==> config.mk <==
export PLATFORM = sky130hd
export DESIGN_NAME = prbs_frame_ctrl_flat
export DESIGN_NICKNAME = d
export VERILOG_FILES = /design/src/rtl/prbs_frame_ctrl_if.sv /design/src/rtl/prbs_frame_ctrl.sv /design/src/flat_wrapper.sv
export SDC_FILE = /design/constraint.sdc
export NUM_CORES = 1
export LEC_CHECK = 0
export BUFFER_PORTS_ARGS = -buffer_cell sky130_fd_sc_hd__buf_2
export CORE_ASPECT_RATIO = 0.9
export CORE_MARGIN = 2
export CORE_UTILIZATION = 55
export DETAILED_ROUTE_END_ITERATION = 7
export HOLD_SLACK_MARGIN = 0.15
export PLACE_DENSITY = 0.77
export SLEW_MARGIN = 20
export SYNTH_ARGS = -nofsm -noshare
export SYNTH_HDL_FRONTEND = slang
export SYNTH_SLANG_ARGS = --single-unit
==> constraint.sdc <==
create_clock -name CLK -period 3 [get_ports CLK]
set_input_delay 0.15 -clock CLK [delete_from_list [all_inputs] [get_ports CLK]]
set_output_delay 0.15 -clock CLK [all_outputs]
set_load 0.01 [all_outputs]
==> src/rtl/prbs_frame_ctrl_if.sv <==
// rtl/prbs_frame_ctrl_if.sv - byte stream handshake bundle for the PRBS frame sequencer
interface prbs_frame_ctrl_if;
    logic [7:0] out_data;
    logic       out_valid;
    logic       out_ready;

    modport master (output out_data, output out_valid, input out_ready);
    modport slave  (input out_data, input out_valid, output out_ready);
endinterface

==> src/rtl/prbs_frame_ctrl.sv <==
// rtl/prbs_frame_ctrl.sv - sync header + PRBS15 payload frame sequencer (optional checksum: PRBS_FRAME_CHK_EN)
module prbs_frame_ctrl #(
    parameter logic [31:0] PATTERN = 32'hAABBCCDD,
    parameter logic [14:0] SEED    = 15'h7FFF
) (
    input  logic                      CLK,
    input  logic                      RSTn,
    input  logic                      start,
    input  logic                      abort,
    input  logic [7:0]                sync_reps,
    input  logic [15:0]               payload_len,
    prbs_frame_ctrl_if.master         stream,
    output logic                      busy,
    output logic                      done
);

    typedef enum logic [2:0] {
        ST_IDLE,
        ST_SYNC,
        ST_PAYLOAD,
`ifdef PRBS_FRAME_CHK_EN
        ST_CHK,
`endif
        ST_FINISH
    } state_t;

    state_t      state_q, state_d;
    logic [7:0]  out_data_q, out_data_d;
    logic        out_valid_q, out_valid_d;
    logic        busy_q, busy_d;
    logic        done_q, done_d;
    logic [1:0]  byte_idx_q, byte_idx_d;
    logic [7:0]  rep_cnt_q, rep_cnt_d;
    logic [15:0] pay_cnt_q, pay_cnt_d;
    logic [7:0]  reps_q, reps_d;
    logic [15:0] len_q, len_d;
    logic [14:0] lfsr_q, lfsr_d;
`ifdef PRBS_FRAME_CHK_EN
    logic [7:0]  acc_q, acc_d;
`endif

    logic        accept;
    logic [14:0] lfsr_src;
    logic [7:0]  prbs_byte;
    logic [14:0] prbs_next;

    // Eight serial LFSR steps; the first feedback bit lands in the byte MSB.
    function automatic logic [22:0] prbs_step8(input logic [14:0] s_in);
        logic [14:0] s;
        logic [7:0]  b;
        logic        fb;
        s = s_in;
        b = '0;
        for (int i = 0; i < 8; i++) begin
            fb = s[14] ^ s[13];
            s  = {s[13:0], fb};
            b  = {b[6:0], fb};
        end
        return {b, s};
    endfunction

    function automatic logic [7:0] pat_byte(input logic [1:0] idx);
        case (idx)
            2'd0:    pat_byte = PATTERN[31:24];
            2'd1:    pat_byte = PATTERN[23:16];
            2'd2:    pat_byte = PATTERN[15:8];
            default: pat_byte = PATTERN[7:0];
        endcase
    endfunction

    // lfsr_q holds the state after the byte currently presented, so one
    // 8-step network serves both the frame's first payload byte and every later one.
    assign accept   = out_valid_q && stream.out_ready;
    assign lfsr_src = (state_q == ST_IDLE) ? SEED : lfsr_q;
    assign {prbs_byte, prbs_next} = prbs_step8(lfsr_src);

    // State register and all registered outputs.
    always_ff @(posedge CLK or negedge RSTn) begin
        if (!RSTn) begin
            state_q     <= ST_IDLE;
            out_data_q  <= '0;
            out_valid_q <= 1'b0;
            busy_q      <= 1'b0;
            done_q      <= 1'b0;
            byte_idx_q  <= '0;
            rep_cnt_q   <= '0;
            pay_cnt_q   <= '0;
            reps_q      <= '0;
            len_q       <= '0;
            lfsr_q      <= SEED;
`ifdef PRBS_FRAME_CHK_EN
            acc_q       <= '0;
`endif
        end else begin
            state_q     <= state_d;
            out_data_q  <= out_data_d;
            out_valid_q <= out_valid_d;
            busy_q      <= busy_d;
            done_q      <= done_d;
            byte_idx_q  <= byte_idx_d;
            rep_cnt_q   <= rep_cnt_d;
            pay_cnt_q   <= pay_cnt_d;
            reps_q      <= reps_d;
            len_q       <= len_d;
            lfsr_q      <= lfsr_d;
`ifdef PRBS_FRAME_CHK_EN
            acc_q       <= acc_d;
`endif
        end
    end

    // Next-state and next-output logic; abort overrides everything outside IDLE.
    always_comb begin
        state_d     = state_q;
        out_data_d  = out_data_q;
        out_valid_d = out_valid_q;
        busy_d      = busy_q;
        done_d      = 1'b0;
        byte_idx_d  = byte_idx_q;
        rep_cnt_d   = rep_cnt_q;
        pay_cnt_d   = pay_cnt_q;
        reps_d      = reps_q;
        len_d       = len_q;
        lfsr_d      = lfsr_q;
`ifdef PRBS_FRAME_CHK_EN
        acc_d       = acc_q;
`endif

        case (state_q)
            ST_IDLE: begin
                busy_d      = 1'b0;
                out_valid_d = 1'b0;
                if (start && !abort) begin
                    reps_d     = sync_reps;
                    len_d      = payload_len;
                    lfsr_d     = SEED;
                    busy_d     = 1'b1;
                    byte_idx_d = '0;
                    rep_cnt_d  = '0;
                    pay_cnt_d  = '0;
`ifdef PRBS_FRAME_CHK_EN
                    acc_d      = '0;
`endif
                    if (sync_reps != 8'd0) begin
                        state_d     = ST_SYNC;
                        out_data_d  = pat_byte(2'd0);
                        out_valid_d = 1'b1;
                    end else if (payload_len != 16'd0) begin
                        state_d     = ST_PAYLOAD;
                        out_data_d  = prbs_byte;
                        lfsr_d      = prbs_next;
                        out_valid_d = 1'b1;
                    end else begin
`ifdef PRBS_FRAME_CHK_EN
                        state_d     = ST_CHK;
                        out_data_d  = 8'h00;
                        out_valid_d = 1'b1;
`else
                        state_d     = ST_FINISH;
`endif
                    end
                end
            end

            ST_SYNC: begin
                if (accept) begin
                    if (byte_idx_q == 2'd3) begin
                        byte_idx_d = '0;
                        if (rep_cnt_q == reps_q - 8'd1) begin
                            if (len_q != 16'd0) begin
                                state_d    = ST_PAYLOAD;
                                out_data_d = prbs_byte;
                                lfsr_d     = prbs_next;
                            end else begin
`ifdef PRBS_FRAME_CHK_EN
                                state_d     = ST_CHK;
                                out_data_d  = acc_q;
`else
                                state_d     = ST_FINISH;
                                out_valid_d = 1'b0;
`endif
                            end
                        end else begin
                            rep_cnt_d  = rep_cnt_q + 8'd1;
                            out_data_d = pat_byte(2'd0);
                        end
                    end else begin
                        byte_idx_d = byte_idx_q + 2'd1;
                        out_data_d = pat_byte(byte_idx_q + 2'd1);
                    end
                end
            end

            ST_PAYLOAD: begin
                if (accept) begin
`ifdef PRBS_FRAME_CHK_EN
                    acc_d = acc_q ^ out_data_q;
`endif
                    if (pay_cnt_q == len_q - 16'd1) begin
`ifdef PRBS_FRAME_CHK_EN
                        state_d    = ST_CHK;
                        out_data_d = acc_q ^ out_data_q;
`else
                        state_d     = ST_FINISH;
                        out_valid_d = 1'b0;
`endif
                    end else begin
                        pay_cnt_d  = pay_cnt_q + 16'd1;
                        out_data_d = prbs_byte;
                        lfsr_d     = prbs_next;
                    end
                end
            end

`ifdef PRBS_FRAME_CHK_EN
            ST_CHK: begin
                if (accept) begin
                    state_d     = ST_FINISH;
                    out_valid_d = 1'b0;
                end
            end
`endif

            // Two cycles: first raises done, second drops busy and returns to IDLE.
            ST_FINISH: begin
                out_valid_d = 1'b0;
                if (!done_q) begin
                    done_d = 1'b1;
                end else begin
                    busy_d  = 1'b0;
                    state_d = ST_IDLE;
                end
            end

            default: begin
                state_d     = ST_IDLE;
                out_valid_d = 1'b0;
                busy_d      = 1'b0;
            end
        endcase

        if (abort && (state_q != ST_IDLE)) begin
            state_d     = ST_IDLE;
            out_valid_d = 1'b0;
            busy_d      = 1'b0;
            done_d      = 1'b0;
`ifdef PRBS_FRAME_CHK_EN
            acc_d       = '0;
`endif
        end
    end

    assign stream.out_data  = out_data_q;
    assign stream.out_valid = out_valid_q;
    assign busy             = busy_q;
    assign done             = done_q;

endmodule

==> src/flat_wrapper.sv <==
// flat-port wrapper written by rule: the top's interface ports become plain ports
module prbs_frame_ctrl_flat 
#(
    parameter logic [31:0] PATTERN = 32'hAABBCCDD,
    parameter logic [14:0] SEED    = 15'h7FFF
)
  (CLK, RSTn, start, abort, sync_reps, payload_len, busy, done, stream_out_data, stream_out_valid, stream_out_ready);
  prbs_frame_ctrl_if stream_i ();
  input  logic CLK;
  input  logic RSTn;
  input  logic start;
  input  logic abort;
  input  logic [7:0] sync_reps;
  input  logic [15:0] payload_len;
  output logic busy;
  output logic done;
  output wire logic [$bits(stream_i.out_data)-1:0] stream_out_data;
  output wire logic [$bits(stream_i.out_valid)-1:0] stream_out_valid;
  input wire logic [$bits(stream_i.out_ready)-1:0] stream_out_ready;
  assign stream_out_data = stream_i.out_data;
  assign stream_out_valid = stream_i.out_valid;
  assign stream_i.out_ready = stream_out_ready;
  prbs_frame_ctrl #(.PATTERN(PATTERN), .SEED(SEED)) u_core (.CLK(CLK), .RSTn(RSTn), .start(start), .abort(abort), .sync_reps(sync_reps), .payload_len(payload_len), .stream(stream_i), .busy(busy), .done(done));
endmodule
== Word-level counts from Yosys, hierarchy flattened ==
Index checks and enable logic that the tools add are counted.

* Bits in registers: 79
* Latch bits: 0
* Memory bits (writable): 0
* ROM bits: 0
* Input port bits: 29
* Output and inout port bits: 11
* Memories kept: 0

* Add/sub/neg operators: 5
* Multiply operators: 0
* Div/mod/pow operators: 0
* $lt $le $gt $ge: 0
* Equal/unequal tests: 27
* Shift-type cells: 0
* Mux-type cells: 65
* Bitwise gates (word level): 8
* Reduce and logical (&&, ||, !) cells: 23

{| class="wikitable"
|+ Operators by type and width
! cell !! number
|-
| $mux W15 || 10
|-
| $mux W8 || 13
|-
| $mux W16 || 3
|-
| $pmux W15 S3 || 1
|-
| $pmux W16 S2 || 1
|-
| $reduce_bool A16 Y1 || 2
|-
| $mux W3 || 9
|-
| $pmux W8 S3 || 1
|-
| $pmux W7 S3 || 1
|-
| $mux W1 || 18
|-
| $ne A3 B1 Y1 const B || 6
|-
| $add A16 B1 Y16 const B || 1
|-
| $eq A16 B16 Y1 || 1
|-
| $pmux W8 S2 || 1
|-
| $sub A16 B1 Y16 const B || 1
|-
| $reduce_and A7 Y1 || 2
|-
| $ne A2 B1 Y1 const B || 6
|-
| $pmux W3 S4 || 1
|-
| $ne A3 B3 Y1 const B || 3
|-
| $add A8 B1 Y8 const B || 1
|-
| $eq A8 B8 Y1 || 1
|-
| $reduce_and A8 Y1 || 1
|-
| $reduce_bool A8 Y1 || 1
|-
| $sub A8 B1 Y8 const B || 1
|-
| other kinds (23) || 42
|}

== Depth between registers and ports, before layout ==
* Depth in word-level cells: 8
* Depth in mapped cells: 13
* Mapped depth without buffers: 10

== Worst setup path after synthesis ==
Ideal clock, no wire load.

* Path type: reg2reg
* Start: register u_core.len_q[0]
* End: register u_core.lfsr_q[5]
* Setup time: 0.082 ns
* Data arrival time: 3.188 ns
* Required time: 2.918 ns
* Setup slack: -0.271 ns
* Cell stages (with the launch flop): 13
* Path buffers: 3
* Clock period less this slack: 3.271 ns
* Path through: dfrtp_1 > inv_1 > ha_1 > or4b_1 > clkbuf_1 > or4_1 > a221oi_1 > nand4_1 > o41ai_4 > a2111o_1 > buf_6 > buf_12 > mux2_4

* Word-level cells in the longest chain between the ends: 4
* Elaborated cells between the ends (all ways): 6

{| class="wikitable"
|+ Ends and longest elaborated chain
! item !! line !! text
|-
| start: declaration || prbs_frame_ctrl.sv:36 || <nowiki>logic [15:0] len_q, len_d;</nowiki>
|-
| start signal: assignment || prbs_frame_ctrl.sv:104 || <nowiki>len_q <= len_d;</nowiki>
|-
| $sub A16 B1 Y16 || prbs_frame_ctrl.sv:199 || <nowiki>if (pay_cnt_q == len_q - 16'd1) begin</nowiki>
|-
| $eq A16 B16 Y1 || prbs_frame_ctrl.sv:199 ||
|-
| $ne A2 B2 Y1 (no line) || -- ||
|-
| $reduce_and A8 Y1 (no line) * || -- ||
|-
| end signal: assignment || prbs_frame_ctrl.sv:105 || <nowiki>lfsr_q <= lfsr_d;</nowiki>
|-
| end: declaration || prbs_frame_ctrl.sv:37 || <nowiki>logic [14:0] lfsr_q, lfsr_d;</nowiki>
|}

Every way passes the cells marked *; elsewhere a longest branch is shown, timed or not.
A chain may end at the register's enable or synchronous reset.

== Worst setup path after layout ==
* Start: register u_core.reps_q[0]
* End: register u_core.lfsr_q[6]

* Word-level cells in the longest chain between the ends: 4

{| class="wikitable"
|+ Ends and longest elaborated chain
! item !! line !! text
|-
| start: declaration || prbs_frame_ctrl.sv:35 || <nowiki>logic [7:0] reps_q, reps_d;</nowiki>
|-
| start signal: assignment || prbs_frame_ctrl.sv:103 || <nowiki>reps_q <= reps_d;</nowiki>
|-
| $sub A8 B1 Y8 || prbs_frame_ctrl.sv:169 || <nowiki>if (rep_cnt_q == reps_q - 8'd1) begin</nowiki>
|-
| $eq A8 B8 Y1 || prbs_frame_ctrl.sv:169 ||
|-
| $ne A2 B1 Y1 (no line) || -- ||
|-
| $reduce_and A8 Y1 (no line) || -- ||
|}

Every way passes these cells.

==> out/qor.yml <==
status: "complete, but fails checks"
violations: "negative setup slack"
ir_worst_vdd_mv: 0.578
ys_warn_count: 0
netSwitchingPower_w: 0.00236
multi_input_area_um2: 2920
wl_per_cell_um: 18.6
rsz0062_at_grt: "true"
final_common_cell: "dfrtp_1"
worst_pin_slew_ns: 0.707
std_cell_rows: 32
ys_seq_area_frac: 0.400
core_area_um2: 8650
nets: 653
synth_top_area_cell: "dfrtp_1"
fmax_ghz: 0.309
worstPathCellList: "or4_4 -> or4b_1 -> a21o_1 -> a2111oi_4 -> nand2_2 -> a2111o_1 -> clkbuf_16 -> mux2_4"
synth-async-reset-ratio: 1.00
yosys_most_used_dff: "dfrtp_1"
synth_compound_area_frac: 0.158
numPortBuffers: 39
syn2layout_area_growth_pct: 25.5
numCtsBuffers: 9
synth.distinct_cells: 68
min_path_type: "input pin to flop"
synth_fa_ha_area_frac: 0.0304
place_area_um2: 5440
final_cells: 736
internal_power_w: 0.00322
die_x_um: 104
grt_max_degree: 79
r2r-start: "u_core.reps_q[0]$_DFFE_PN0P_"
hold_start: "abort"
layout_common_cells: "dfrtp_1, nand2_1, buf_2"
reg2reg_to: "u_core.lfsr_q[6]$_DFFE_PN1P_"
synth_seq_cells: 78
crit_slowest_cell: "or4_4"
powerDensity_nw_per_um2: 902
fin_crit_ns: 3.23
clk_pin_slew_ns: 0.07
final.fill_count: 609
syn_nets: 554
synth_area_um2: 4930
setup_viol: 39
required_ns: 3.28
drtPass1Iterations: 6
max-cap-violations: 0
grt_antenna_before_repair: 0
via_per_inst: 6.10
grt_pass1_wl_mm: 21.5
synth_xor_area_frac: 0.0675
hold_end: "u_core.stream.out_valid$_DFFE_PN0P_"
synth-edff-count: 0
antennaDiodeCount: 0
yosysTopAreaCellShare: 0.320
drive_above_1_share: 0.314
fin_area_um2: 6190
numClockSinks: 78
finalClockSkew_ns: 0.0142
seqCellArea_um2: 1970
pwr-share-clk: 0.125
insertion_delay_ns: 0.36
overflow: 0
synth.area.mux_share: 0.111
power_frac_comb: 0.537
yosys-top-cells-area: "dfrtp_1, dfstp_2, mux2_2"
fin_crit_sh: 1.08
cts-htree-levels: 3
worstSetupEndpointType: "flop"
path_max_fanout: 6
ios: 40
initial_core_util: 0.570
ff2ff_path_depth: 8
place_hpwl_mm: 8.76
place_congestion: 0.950
crit_type: "flop to flop"
cts_max_path_buffers: 2
die_h_um: 93.8
tritoncts: "done"
slowest_delay_ns: 0.54
vias: 4489
cts_root_buffer: "clkbuf_8"
seqPwrFrac: 0.337
dieArea_um2: 9740
finish.utilization: 0.716
grt_pass1_vias: 4404
worstPathArrival_ns: 3.52
finalPower_w: 0.00559
hold_viol_final: 0
r2r_slack_ns: -0.23
drv_slew: 0
dpl.cell_count: 685
synth_cells: 513
worst_slack_ns: -0.234
yosys.area_share.simple: 0.190
p_leak_nw: 2.65
drc: 0
drt_iter0_markers: 344
drt_wl_total_mm: 13.7
cp-start-kind: "flop"
antenna_left: 0
hold_depth: 4
avgSynthCellArea_um2: 9.61
grtUsageTotal: 0.277
synth_top_family_by_area: "simple AND/OR/NAND/NOR gates"
p_sw_frac: 0.423
slew_headroom: 0.529
[cells by family (layout without fill, tap and decap cells)]
family	count (synthesis)	after routing
buffers and inverters	49	153
and+or+nand+nor	173	173
adders and majority gates	12	12
muxes	49	49
AOI/OAI and AO/OA	114	114
DFF	78	78
xor gates and xnor gates	38	38
[flip-flops by register name, summed over array words and instances, names as in the netlist]
register	flops
u_core.byte_idx_q	2
u_core.len_q	16
u_core.reps_q	8
u_core.done	1
u_core.state_q	2
u_core.busy	1
u_core.lfsr_q	15
u_core.pay_cnt_q	16
u_core.stream.out_valid	1
u_core.rep_cnt_q	8
u_core.stream.out_data	8
[area by class of cell]
class,count,share of cell area
multi-input cells,386,0.472
flip-flops and latches,78,0.318
repair buffers,109,0.142
well taps,119,0.0241
clock buffers,10,0.0206
inverters,28,0.0170
clock inverters,6,0.00606
[timing repair]
item | CTS | global route
gates resized for setup | 6 | 53
gates cloned | 0 | 3
setup endpoints to repair | 28 | 47
buffers inserted | 2 | 6
hold buffers | 25 | 0
pin swaps | 2 | 22
endpoints found under the hold margin | 87 | 0
[synthesized netlist by cell type, drive strengths merged (2+ instances only)]
library cell	instances
a2111o	3
o31a	2
a31o	2
a32o	3
nand3b	3
nand3	10
o22ai	2
nor3	9
or3b	2
mux2	36
dfrtp	63
or2	5
a211o	2
nand2b	5
a22oi	2
inv	28
o31ai	8
dfstp	15
a21o	2
xnor2	21
nor3b	2
o211ai	4
o2111ai	2
or3	17
a21oi	28
mux2i	13
nor4	13
o41a	2
ha	12
nor2	24
xor2	17
or4b	2
o41ai	2
o21ai	35
clkbuf	13
or4	7
buf	8
and3	5
o21a	2
nand4	10
a31oi	5
nor2b	8
nand2	47
[power by group through the flow]
stage	Clock (W)	Combinational [W]	Sequential, W
floorplan	0	0.00182	0.00179
global placement	0	0.00243	0.00184
detailed placement	0	0.00253	0.00187
CTS	0.000707	0.00263	0.00185
global route	0.000760	0.00325	0.00192
finish	0.000700	0.00300	0.00188
[metrics by stage]
stage	setup TNS [ns]	setup slack [ns]	hold slack [ns]
6_report	-4.50	-0.234	0.178
3_5_place_dp	-1.47	-0.121	0.373
4_1_cts	-1.01	-0.112	0.157
3_3_place_gp	-0.538	-0.0382	0.352
5_1_grt	-7.68	-0.299	0.210
2_1_floorplan	-0.941	-0.154	-0.146
[worst max-delay path by stage]
stage,startpoint,end,depth (start not counted)
6_report,u_core.reps_q[0]$_DFFE_PN0P_,u_core.lfsr_q[6]$_DFFE_PN1P_,8
5_1_grt,u_core.reps_q[0]$_DFFE_PN0P_,u_core.lfsr_q[14]$_DFFE_PN1P_,9
4_1_cts,u_core.reps_q[1]$_DFFE_PN0P_,u_core.state_q[1]$_DFFE_PN0P_,7
3_5_place_dp,u_core.reps_q[1]$_DFFE_PN0P_,u_core.lfsr_q[14]$_DFFE_PN1P_,9
3_3_place_gp,u_core.reps_q[1]$_DFFE_PN0P_,u_core.lfsr_q[5]$_DFFE_PN1P_,8
2_1_floorplan,u_core.reps_q[0]$_DFFE_PN0P_,u_core.lfsr_q[5]$_DFFE_PN1P_,9
[worst max-delay path, delay by kind of cell, from the launching register on]
family                 cells  cell delay [ns]
DFF                        1             0.42
AOI/OAI and AO/OA          3             1.14
buffers and inverters      1             0.20
and+or+nand+nor            3             1.11
muxes                      1             0.29
[per-layer routing]
layer,part of all wire,global-route usage
met1,0.41,0.334
met2,0.51,0.492
met3,0.056,0.0499
met4,0.029,0.117
met5,0,0
Note: power is estimated with default switching activity, not from simulation.
